$ cat config.mk
export PLATFORM = sky130hd
export DESIGN_NAME = store_monitor
export DESIGN_NICKNAME = d
export VERILOG_FILES = /design/src/rtl/store_monitor.sv
export SDC_FILE = /design/constraint.sdc
export NUM_CORES = 1
export LEC_CHECK = 0
export CORE_AREA = 2 2 111 113
export CTS_BUF_LIST = sky130_fd_sc_hd__clkbuf_4
export DETAILED_ROUTE_END_ITERATION = 7
export DIE_AREA = 0 0 113 115
export PLACE_DENSITY = 0.63
export SLEW_MARGIN = 20
export SYNTH_ARGS = -nofsm -noshare
export SYNTH_HDL_FRONTEND = slang
export SYNTH_SLANG_ARGS = --single-unit
$ cat constraint.sdc
create_clock -name clk -period 2 [get_ports clk]
set_input_delay 0.3 -clock clk [delete_from_list [all_inputs] [get_ports clk]]
set_output_delay 0.3 -clock clk [all_outputs]
set_load 0.03 [all_outputs]
$ cat src/rtl/store_monitor.sv
// store_monitor: watches CPU stores for a success pattern, flags a cycle
// budget timeout, and optionally records every store in a first-word-fall-
// through trace FIFO.
// Optional feature macro: STORE_MONITOR_TRACE_EN (trace FIFO present when defined).
//
// Trace handshake: trace_valid=1 means the head fields are valid; asserting
// rd_en while trace_valid=1 consumes the head on the next rising edge. rd_en
// while trace_valid=0 is ignored. There is no backpressure on the store side:
// a store arriving while the FIFO is full and not being popped is dropped and
// recorded in the sticky overflow flag.
module store_monitor #(
    parameter int          DEPTH     = 8,
    parameter logic [63:0] PASS_DATA = 64'd7,
    parameter logic [63:0] PASS_ADR0 = 64'd84,
    parameter logic [63:0] PASS_ADR1 = 64'd128,
    parameter int          TIMEOUT   = 200
) (
    input  logic        clk,
    input  logic        reset,
    input  logic [1:0]  memwrite,
    input  logic [63:0] dataadr,
    input  logic [63:0] writedata,
    input  logic        rd_en,
    output logic        trace_valid,
    output logic [63:0] trace_adr,
    output logic [63:0] trace_data,
    output logic [1:0]  trace_kind,
    output logic [4:0]  trace_count,
    output logic        overflow,
    output logic        pass,
    output logic        timeout,
    output logic [9:0]  cycles
);

    localparam logic [9:0] TIMEOUT_C = 10'(TIMEOUT);
    localparam logic [4:0] DEPTH_C   = 5'(DEPTH);
    localparam logic [9:0] CYC_MAX   = 10'd1023;

    logic       halted;
    logic       store_ev;
    logic       match;
    logic [9:0] cycles_nxt;

    // Decode the current edge: store event, success match and next cycle count.
    always_comb begin
        halted     = pass | timeout;
        store_ev   = (memwrite != 2'b00) && !halted;
        match      = store_ev && (writedata == PASS_DATA) &&
                     ((dataadr == PASS_ADR0) || (dataadr == PASS_ADR1));
        cycles_nxt = (cycles == CYC_MAX) ? cycles : cycles + 10'd1;
    end

    // Status: cycle counter and sticky pass/timeout; a match beats a timeout on the same edge.
    always_ff @(posedge clk or negedge reset) begin
        if (!reset) begin
            cycles  <= '0;
            pass    <= 1'b0;
            timeout <= 1'b0;
        end else if (!halted) begin
            cycles <= cycles_nxt;
            if (match)
                pass <= 1'b1;
            else if (cycles_nxt == TIMEOUT_C)
                timeout <= 1'b1;
        end
    end

`ifdef STORE_MONITOR_TRACE_EN
    localparam int AW = $clog2(DEPTH);

    logic [129:0]  mem [DEPTH];
    logic [AW-1:0] wptr;
    logic [AW-1:0] rptr;
    logic [4:0]    count;
    logic          full;
    logic          pop;
    logic          do_push;

    // FIFO control: a pop frees a slot on the same edge, so push+pop is legal when full.
    always_comb begin
        full    = (count == DEPTH_C);
        pop     = rd_en && (count != 5'd0);
        do_push = store_ev && (!full || pop);
    end

    // FIFO pointers, occupancy and sticky overflow; pointers wrap naturally (power-of-two depth).
    always_ff @(posedge clk or negedge reset) begin
        if (!reset) begin
            wptr     <= '0;
            rptr     <= '0;
            count    <= '0;
            overflow <= 1'b0;
        end else begin
            if (do_push)
                wptr <= wptr + 1'b1;
            if (pop)
                rptr <= rptr + 1'b1;
            count <= count + 5'(do_push) - 5'(pop);
            if (store_ev && full && !pop)
                overflow <= 1'b1;
        end
    end

    // Trace storage: not reset, entries are only read while marked valid.
    always_ff @(posedge clk) begin
        if (do_push)
            mem[wptr] <= {dataadr, writedata, memwrite};
    end

    // Head presentation: fall-through from storage, forced to zero when empty.
    always_comb begin
        trace_valid = (count != 5'd0);
        trace_count = count;
        {trace_adr, trace_data, trace_kind} = trace_valid ? mem[rptr] : 130'd0;
    end
`else
    logic unused_trace;

    // Trace disabled: all trace outputs held at zero, rd_en has no effect.
    always_comb begin
        trace_valid  = 1'b0;
        trace_adr    = '0;
        trace_data   = '0;
        trace_kind   = '0;
        trace_count  = '0;
        overflow     = 1'b0;
        unused_trace = &{1'b0, rd_en, DEPTH_C};
    end
`endif

endmodule

==> flow_summary.json <==
{
  "status": "complete, but fails checks",
  "violations": "DRC",
  "reg2reg_to": "timeout",
  "yosysTopAreaCell": "buf_4",
  "slew_headroom_pct": 63.0,
  "nets": 541,
  "path_clk_slew_ns": 0.08,
  "synthesis.instances": 254,
  "p_sw_share_pct": 46.3,
  "io_buffers": 143,
  "grt-ovfl-total": 0,
  "path_cells": "clkdlybuf4s50_1 -> or4b_4 -> a2111oi_4 -> nand4_1 -> a41o_1",
  "max_stage_delay_ns": 0.57,
  "worstPathRequired_ns": 2.15,
  "start_kind": "primary input",
  "synth_edf_count": 0,
  "finalSetupViolCount": 0,
  "dieHeight_um": 115,
  "wl_per_cell_um": 11.1,
  "ctsHoldBuffers": 0,
  "seq_power_share_pct": 23.8,
  "clock_skew_ns": 0.00209,
  "dieArea_um2": 13000,
  "drtIter0Drc": 63,
  "holdCritPathClass": "in2async",
  "root_buffer": "clkbuf_4",
  "synth_most_common_cell": "buf_4",
  "p_int_uw": 545,
  "worst-r2r-cell-count": 6,
  "ant_nets": 0,
  "irDropWorstVdd_mv": 0.147,
  "ctsLongestPathBuffers": 2,
  "drive_above_1_share_pct": 5.68,
  "first_pass_iters": 6,
  "dpl_worst_slack_ns": -0.370,
  "switchingPower_uw": 471,
  "grt_pass1_wl_mm": 8.31,
  "async_flop_share_pct": 100,
  "synth_ff_type": "dfrtp_1",
  "synth_common_cells": "137 x buf_4, 28 x nor4_1, 12 x dfrtp_1",
  "worst_slack_ns": 0.106,
  "p_clk_share_pct": 14.3,
  "grt_pass1_vias": 1661,
  "arrival_ns": 2.05,
  "fin_util_pct": 27.4,
  "drt-total-wl_mm": 6.10,
  "worstSkewPairLatency_ns": 0.26,
  "route.detailed.drc": 14,
  "p_per_area_nw_per_um2": 314,
  "num_antenna_cells": 0,
  "cts.sinks": 12,
  "synth_area_leaders": "buf_4 51%, dfrtp_1 15%, nor4_1 8.7%",
  "grtUsageTotal_pct": 7.96,
  "htreeDepth": 1,
  "yosys_warnings": 0,
  "fin_crit_sh_pct": 94.7,
  "p_leak_nw": 1.41,
  "maxSlewViolCount": 0,
  "grt_max_degree": 13,
  "cap_violations": 0,
  "initial_core_util_pct": 17.1,
  "comb_power_share_pct": 61.8,
  "yosysSeqAreaShare_pct": 14.9,
  "globalplace.congestion": 0.774,
  "area_delta_synth_final_pct": 60.5,
  "ys_seq_elements": 12,
  "worstMarginPinSlew_ns": 0.554,
  "ys_types": 33,
  "hpwl_mm": 5.53,
  "slowest_stage": "or4b_4",
  "setup-tns-final_ns": 0,
  "n_fill_cell": 1254,
  "std_cell_rows": 40,
  "hold_viol": 0,
  "finalPower_mw": 1.02,
  "postCtsSetupRepairBufs": 0,
  "r2r_start": "cycles[0]",
  "crit_path_max_fanout": 2,
  "synth_area_um2": 2020,
  "r2r_setup_slack_ns": 0.18,
  "tritoncts": "yes",
  "cts_inserted_buffers": 3,
  "yosys.area.top_type_share_pct": 51.0,
  "finalCriticalPeriod_ns": 1.89,
  "critPathKind": "in2reg",
  "antenna_found_initial": 0,
  "cp-end-kind": "register",
  "synth.avg_cell_area_um2": 7.95,
  "core_area_um2": 11800,
  "vias_per_cell": 3.54,
  "vias": 1953,
  "max_freq_mhz": 528,
  "ios": 282,
  "die_w_um": 113
}
-- per-stage QoR --
step | std cells | cell area (µm²) | hold slack, ns
floorplan | 390 | 2530 | 0.00441
global placement | 549 | 3170 | 0.567
detailed placement | 549 | 3170 | 0.570
CTS | 552 | 3230 | 0.420
global route | 552 | 3240 | 0.433
finish | 552 | 3240 | 0.392
-- cell families after synthesis --
group	after synthesis	synth area share, %
buf+inv	140	51.6
flops	12	14.9
other cells	1	0.186
fa+ha+maj	1	0.620
mux	6	3.35
simple gates	76	22.8
compound gates	13	4.46
xor+xnor	5	2.17
-- cells in the final DEF, fill, tap and decap left out, types with 3 or more instances in the layout --
cell type / instances
clkbuf_4: 3
a21oi_1: 4
xnor2_1: 4
buf_4: 8
mux2_2: 6
nor2_1: 5
and3_1: 3
clkdlybuf4s50_1: 143
and2_1: 3
nor4_1: 25
dfrtp_1: 12
o21ai_0: 3
and4_1: 3
nand4_1: 10
nand2_1: 11
conb_1: 137
-- cell type report --
type	count	area, µm²	share of cell area, %
clock buffer	3	22.5	0.695
tap	147	184	5.68
sequential	12	300	9.27
inverter	1	3.75	0.116
timing repair buffer	151	1490	46.0
multi-input combinational	238	1240	38.2
-- critical path: cells and delay by family --
family,cells,cell delay (ns)
buffers and inverters,1,0.42
AOI/OAI and AO/OA,2,0.58
and+or+nand+nor,2,0.74
-- how the worst max path moves through the flow --
stage          slack [ns]  depth (start not counted)           from  endpoint
2_1_floorplan        0.09                          6      cycles[0]   timeout
3_3_place_gp        -0.42                          8  writedata[23]   timeout
3_5_place_dp        -0.37                          8  writedata[23]   timeout
4_1_cts              0.03                          8  writedata[23]   timeout
5_1_grt             -0.03                          8    dataadr[50]   timeout
6_report             0.11                          5     dataadr[2]   timeout
-- registers in the layout, summed over array words and instances (netlist names) --
| name | cells |
|---|---|
| timeout | 1 |
| cycles | 10 |
| pass | 1 |
-- power groups by stage --
stage	clock network, mW	registers (mW)	logic (mW)
2_1_floorplan	0	0.247	0.555
3_3_place_gp	0	0.247	0.614
3_5_place_dp	0	0.247	0.617
4_1_cts	0.151	0.242	0.622
5_1_grt	0.165	0.242	0.658
6_report	0.146	0.242	0.628
-- layer usage --
layer / wire (µm) / up-vias / global-route usage (%)
li1: - / 924 / -
met2: 3310 / 155 / 16.2
met5: 0 / - / 0
met1: 2100 / 872 / 8.97
met3: 662 / 2 / 1.16
met4: 22 / 0 / 0.732
-- what timing repair did --
| action | in CTS | in global routing |
|---|---|---|
| pin swaps | 1 | 5 |
| gates resized for setup | 5 | 2 |
| endpoints found under the setup margin | 2 | 1 |
(Power assumes the default switching activity.)
